**config.mk**
```make
export PLATFORM = sky130hd
export DESIGN_NAME = shift_reg_2_flat
export DESIGN_NICKNAME = d
export VERILOG_FILES = /design/src/rtl/shift_reg_2_pkg.sv /design/src/rtl/shift_reg_2_if.sv /design/src/rtl/shift_reg_2_stage.sv /design/src/rtl/shift_reg_2.sv /design/src/flat_wrapper.sv
export SDC_FILE = /design/constraint.sdc
export NUM_CORES = 1
export LEC_CHECK = 0
export BUFFER_PORTS_ARGS = -buffer_cell sky130_fd_sc_hd__buf_2
export CAP_MARGIN = 20
export CORE_ASPECT_RATIO = 1.2
export CORE_MARGIN = 4
export CORE_UTILIZATION = 53
export DETAILED_ROUTE_END_ITERATION = 12
export GPL_TIMING_DRIVEN = 0
export PLACE_DENSITY = 0.81
export REMOVE_ABC_BUFFERS = 1
export SYNTH_ARGS = -nofsm -noshare
export SYNTH_HDL_FRONTEND = slang
export SYNTH_SLANG_ARGS = --single-unit
```
**constraint.sdc**
```tcl
create_clock -name clk -period 1.2 [get_ports clk]
set_input_delay 0.24 -clock clk [delete_from_list [all_inputs] [get_ports clk]]
set_output_delay 0.24 -clock clk [all_outputs]
set_load 0.02 [all_outputs]
```
**src/rtl/shift_reg_2_pkg.sv**
```systemverilog
// Shared types for shift_reg_2: shift mode decode and per-stage next-value select.
package shift_reg_2_pkg;

    typedef enum logic [1:0] {
        MODE_HOLD   = 2'b00,
        MODE_DOWN   = 2'b01,
        MODE_UP     = 2'b10,
        MODE_CENTRE = 2'b11
    } mode_e;

    typedef enum logic [1:0] {
        SEL_HOLD  = 2'b00,
        SEL_BELOW = 2'b01,
        SEL_ABOVE = 2'b10,
        SEL_DIN   = 2'b11
    } stage_sel_e;

    function automatic mode_e decode_mode(input logic up_en, input logic down_en);
        mode_e mode;
        case ({up_en, down_en})
            2'b00:   mode = MODE_HOLD;
            2'b01:   mode = MODE_DOWN;
            2'b10:   mode = MODE_UP;
            2'b11:   mode = MODE_CENTRE;
            default: mode = MODE_HOLD;
        endcase
        return mode;
    endfunction

    // Where stage idx takes its next value from; "below" is idx-1, "above" is idx+1.
    function automatic stage_sel_e stage_sel(input mode_e mode, input int idx,
                                             input int n, input int c);
        stage_sel_e sel;
        case (mode)
            MODE_HOLD:   sel = SEL_HOLD;
            MODE_UP:     sel = (idx == 32'sd0) ? SEL_DIN : SEL_BELOW;
            MODE_DOWN:   sel = (idx == n - 32'sd1) ? SEL_DIN : SEL_ABOVE;
            MODE_CENTRE: begin
                if (idx == c) begin
                    sel = SEL_DIN;
                end else if (idx > c) begin
                    sel = SEL_BELOW;
                end else begin
                    sel = SEL_ABOVE;
                end
            end
            default:     sel = SEL_HOLD;
        endcase
        return sel;
    endfunction

endpackage

```
**src/rtl/shift_reg_2_if.sv**
```systemverilog
// Shift-control and tap bus of shift_reg_2; master drives enables/din, slave exposes every stage.
interface shift_reg_2_if #(
    parameter int N = 11,
    parameter int B = 8
);
    logic         up_en;
    logic         down_en;
    logic [B-1:0] din;
    logic [B-1:0] dout [N-1:0];

    modport master (output up_en, output down_en, output din, input dout);
    modport slave  (input up_en, input down_en, input din, output dout);
endinterface

```
**src/rtl/shift_reg_2_stage.sv**
```systemverilog
// One B-bit stage: async clear and a 4:1 next-value mux (hold / below / above / din).
module shift_reg_2_stage
    import shift_reg_2_pkg::*;
#(
    parameter int B = 8
) (
    input  logic         clk,
    input  logic         rstn,
    input  stage_sel_e   sel,
    input  logic [B-1:0] below,
    input  logic [B-1:0] above,
    input  logic [B-1:0] din,
    output logic [B-1:0] q_r
);

    // Stage register with selected next value.
    always_ff @(posedge clk or negedge rstn) begin
        if (!rstn) begin
            q_r <= {B{1'b0}};
        end else begin
            case (sel)
                SEL_HOLD:  q_r <= q_r;
                SEL_BELOW: q_r <= below;
                SEL_ABOVE: q_r <= above;
                SEL_DIN:   q_r <= din;
                default:   q_r <= q_r;
            endcase
        end
    end

endmodule

```
**src/rtl/shift_reg_2.sv**
```systemverilog
// N-stage, B-bit shift register shifting up, down or outward from stage N/2, all taps visible.
module shift_reg_2
    import shift_reg_2_pkg::*;
#(
    parameter int N = 11,
    parameter int B = 8
) (
    input  logic          clk,
    input  logic          rstn,
    shift_reg_2_if.slave  bus
);

    localparam int C = N / 2;

    mode_e        mode_s;
    logic [B-1:0] stage_r [N-1:0];

    // Mode is decoded fresh every cycle; no history is kept.
    always_comb begin
        mode_s = decode_mode(bus.up_en, bus.down_en);
    end

    for (genvar i = 0; i < N; i++) begin : g_stage
        logic [B-1:0] below_s;
        logic [B-1:0] above_s;
        stage_sel_e   sel_s;

        // End stages have no neighbour on one side; din fills the slot, never selected there.
        if (i == 0) begin : g_lo_end
            assign below_s = bus.din;
        end else begin : g_lo_mid
            assign below_s = stage_r[i-1];
        end
        if (i == N - 1) begin : g_hi_end
            assign above_s = bus.din;
        end else begin : g_hi_mid
            assign above_s = stage_r[i+1];
        end

        // Per-stage source select for the current mode.
        always_comb begin
            sel_s = stage_sel(mode_s, i, N, C);
        end

        shift_reg_2_stage #(.B(B)) u_stage (
            .clk   (clk),
            .rstn  (rstn),
            .sel   (sel_s),
            .below (below_s),
            .above (above_s),
            .din   (bus.din),
            .q_r   (stage_r[i])
        );
    end

    assign bus.dout = stage_r;

endmodule

```
**src/flat_wrapper.sv**
```systemverilog
// flat-port wrapper written by rule: the top's interface ports become plain ports
module shift_reg_2_flat import shift_reg_2_pkg::*;
#(
    parameter int N = 11,
    parameter int B = 8
)
  (clk, rstn, bus_up_en, bus_down_en, bus_din, bus_dout);
  shift_reg_2_if #(.N(N), .B(B)) bus_i ();
  input  logic clk;
  input  logic rstn;
  input wire logic [$bits(bus_i.up_en)-1:0] bus_up_en;
  input wire logic [$bits(bus_i.down_en)-1:0] bus_down_en;
  input wire logic [$bits(bus_i.din)-1:0] bus_din;
  output wire logic [$bits(bus_i.dout)-1:0] bus_dout;
  assign bus_i.up_en = bus_up_en;
  assign bus_i.down_en = bus_down_en;
  assign bus_i.din = bus_din;
  assign bus_dout = {>>{bus_i.dout}};
  shift_reg_2 #(.N(N), .B(B)) u_core (.clk(clk), .rstn(rstn), .bus(bus_i));
endmodule
```
==> load_flow_metrics.sql <==
INSERT INTO impl_metrics (metric_group, metric, value, unit) VALUES
('timing', 'worst_pin_slew', '412', 'ps'),
('clock_tree', 'cts_num_sinks', '88', ''),
('floorplanning', 'number_of_standard_cell_rows_in_the_floorplan', '34', ''),
('clock_tree', 'clock_tree.htree_level_count', '3', ''),
('timing', 'maxClockFrequency', '854', 'MHz'),
('run_status', 'outcome', 'completed', ''),
('worst_setup_path', 'worst_setup_path_start_kind', 'register', ''),
('power_and_ir_drop', 'power_per_cell_area', '1800', 'mW/mm2'),
('clock_tree', 'clkSlewWorstSetupHoldPaths', '100', 'ps'),
('logic_synthesis', 'ys.warnings.count', '0', ''),
('logic_synthesis', 'yosys.area.top_type', 'sky130_fd_sc_hd__dfrtp_1', ''),
('logic_synthesis', 'synth_largest_type_area_fraction', '53.7', '%'),
('placed_design', 'hpwlAfterDp', '5.55', 'mm'),
('floorplanning', 'die_area', '0.00921', 'mm2'),
('flow_run', 'drv.max_cap_violation_count', '0', ''),
('clock_tree', 'max-clock-path-buffers', '2', ''),
('timing', 'final.setup.tns', '0', 'ps'),
('worst_setup_path', 'timing.critical_path.max_delay_family', 'flip-flops', ''),
('routing', 'drc_errors', '0', ''),
('cells_and_area', 'num-nets-final', '528', ''),
('worst_hold_path', 'worst_hold_path_type', 'in -> reg', ''),
('logic_synthesis', 'post_synth.cell_area_avg', '11.3', 'um2'),
('timing', 'slew_headroom', '72.5', '%'),
('worst_setup_path', 'cp.required', '960', 'ps'),
('floorplanning', 'die_ht', '104', 'um'),
('worst_setup_path', 'path_max_fanout', '4', ''),
('clock_tree', 'cts.root.buffer_cell', 'sky130_fd_sc_hd__clkbuf_8', ''),
('global_routing', 'grt.overflow.total', '0', ''),
('cells_and_area', 'largestRegisters', 'u_core.g_stage.u_stage.q_r (88)', ''),
('clock_tree', 'clock_latency_on_the_worst_skew_pair', '350', 'ps'),
('worst_setup_path', 'timing.critical_path.arrival', '930', 'ps'),
('floorplanning', 'ios', '100', ''),
('cells_and_area', 'antenna-diode-count', '0', ''),
('floorplanning', 'die-width', '88.3', 'um'),
('routing', 'ant_nets', '0', ''),
('logic_synthesis', 'synth_top_cells_by_count', 'sky130_fd_sc_hd__dfrtp_1, sky130_fd_sc_hd__mux2i_1, sky130_fd_sc_hd__nand2_1', ''),
('cells_and_area', 'largest_register_ffs', '88', ''),
('routing', 'dr.pass1.iters', '4', ''),
('logic_synthesis', 'synth_sequential_area_ratio', '53.7', '%'),
('logic_synthesis', 'synthFlopType', 'sky130_fd_sc_hd__dfrtp_1', ''),
('worst_setup_path', 'crit_chain', 'buf_6', ''),
('worst_setup_path', 'worst-setup-path-type', 'reg -> out', ''),
('placed_design', 'place_ws', '-723', 'ps'),
('logic_synthesis', 'edff_count_synth', '0', ''),
('clock_tree', 'number_of_buffers_inserted_during_clock_tree_synthesis', '9', ''),
('logic_synthesis', 'synthDistinctLibCells', '12', ''),
('global_routing', 'groute.usage.overall', '19.8', '%'),
('timing', 'timing.clock.skew', '14.9', 'ps'),
('global_routing', 'global_route_wire_length_before_repair', '14.7', 'mm'),
('timing', 'timing.final.setup_violations', '0', ''),
('timing', 'layout_worst_path_cycle_share', '97.6', '%'),
('timing', 'min_period', '1170', 'ps'),
('worst_setup_path', 'category_of_the_worst_setup_path_capture_point', 'output pin', ''),
('logic_synthesis', 'synthMostInstantiatedCell', 'sky130_fd_sc_hd__dfrtp_1', ''),
('global_routing', 'grt_max_degree', '70', ''),
('floorplanning', 'core', '0.00740', 'mm2'),
('routing', 'routed_wl', '9.49', 'mm'),
('clock_tree', 'tritoncts', 'yes', ''),
('global_routing', 'first_global_vias', '2966', ''),
('power_and_ir_drop', 'leakage', '2.87', 'nW'),
('routing', 'routed_wire_length_per_instance', '15.5', 'um'),
('cells_and_area', 'proportion_of_layout_cells_with_a_drive_suffix_above_1', '36.5', '%'),
('logic_synthesis', 'synth-async-reset-ratio', '100', '%'),
('worst_setup_path', 'master_of_the_slowest_instance_on_the_critical_path', 'sky130_fd_sc_hd__dfrtp_1', ''),
('cells_and_area', 'area.growth.synth_to_final', '35.4', '%'),
('routing', 'drt_iter0_markers', '151', ''),
('timing', 'rsz0062_at_grt', 'true', ''),
('routing', 'total_vias_in_the_final_route', '3190', ''),
('logic_synthesis', 'ys_seq_elements', '88', ''),
('routing', 'viasPerCell', '5.22', ''),
('placed_design', 'numPortBuffers', '99', '');
-- stage by stage --
| stage | power [mW] | util (%) | hold WS, ps | instance area, um2 | cells |
|---|---|---|---|---|---|
| 4_1_cts | 9.16 | 66.5 | 187 | 4920 | 553 |
| 3_5_place_dp | 6.95 | 62.0 | 274 | 4590 | 528 |
| 6_report | 10.0 | 75.0 | 200 | 5550 | 611 |
| 2_1_floorplan | 5.75 | - | -55.6 | 3890 | 336 |
| 5_1_grt | 10.6 | 75.0 | 204 | 5550 | 611 |
| 3_3_place_gp | 6.83 | 60.7 | 512 | 4500 | 525 |
-- layout by cell type, fill, tap and decap left out --
| cell | instances |
|---|---|
| sky130_fd_sc_hd__mux2i_1 | 80 |
| sky130_fd_sc_hd__buf_16 | 4 |
| sky130_fd_sc_hd__clkbuf_1 | 1 |
| sky130_fd_sc_hd__clkbuf_16 | 1 |
| sky130_fd_sc_hd__o21ai_0 | 4 |
| sky130_fd_sc_hd__bufinv_16 | 1 |
| sky130_fd_sc_hd__bufbuf_16 | 1 |
| sky130_fd_sc_hd__mux4_1 | 1 |
| sky130_fd_sc_hd__mux4_2 | 7 |
| sky130_fd_sc_hd__nand2_1 | 80 |
| sky130_fd_sc_hd__dlygate4sd3_1 | 1 |
| sky130_fd_sc_hd__buf_2 | 66 |
| sky130_fd_sc_hd__buf_4 | 68 |
| sky130_fd_sc_hd__dfrtp_1 | 88 |
| sky130_fd_sc_hd__buf_12 | 1 |
| sky130_fd_sc_hd__clkbuf_8 | 11 |
| sky130_fd_sc_hd__buf_6 | 27 |
| sky130_fd_sc_hd__o21ai_1 | 76 |
| sky130_fd_sc_hd__clkinvlp_4 | 3 |
-- what timing repair did --
item	in CTS	in global routing
cloned	1	1
resized for setup	7	57
setup endpoints to repair	62	79
hold buffers	1	0
setup buffers	7	57
hold endpoints to repair	41	0
-- worst paths after layout --
| check | from | end | slack, ps | depth (start not counted) |
|---|---|---|---|---|
| max | u_core.g_stage[1].u_stage.q_r[0] | bus_dout[8] | 30 | 1 |
| min | bus_din[0] | u_core.g_stage[10].u_stage.q_r[0] | 200 | 3 |
| max in group asynchronous | rstn | u_core.g_stage[2].u_stage.q_r[4] | 270 | 3 |
| min reg2reg | u_core.g_stage[2].u_stage.q_r[3] | u_core.g_stage[1].u_stage.q_r[3] | 520 | 2 |
| max reg2reg | u_core.g_stage[4].u_stage.q_r[0] | u_core.g_stage[5].u_stage.q_r[0] | 40 | 2 |
| min in group asynchronous | rstn | u_core.g_stage[3].u_stage.q_r[6] | 370 | 2 |
-- kinds of logic after synthesis --
group	count (synthesis)	share of synthesized area, %
compound gates	80	9.76
flops	88	53.7
buf+inv	28	5.19
simple gates	80	7.32
mux	88	24.0
-- power breakdown --
| group | switching (mW) | internal [mW] | leakage [nW] |
|---|---|---|---|
| combinational | 1.92 | 1.83 | 1.64 |
| sequential | 0.566 | 3.58 | 1.13 |
| clock | 1.03 | 1.08 | 0.0948 |
-- final cells by class --
class / count / area (um2)
well taps: 90 / 113
clock buffers: 12 / 155
multi-input cells: 248 / 1690
fillers: 512 / 1850
repair buffers: 169 / 1340
flip-flops and latches: 88 / 2200
clock inverters: 4 / 52.6
-- routing by layer --
layer  vias to the layer above  share of wire, %  GRT usage, %
met1                      1512                42          27.2
li1                       1573                 -             -
met2                        83                51          31.4
met4                         0               2.9          7.56
met5                         -                 0             0
met3                        22               4.3          3.17
Note: power is estimated with default switching activity, not from simulation.
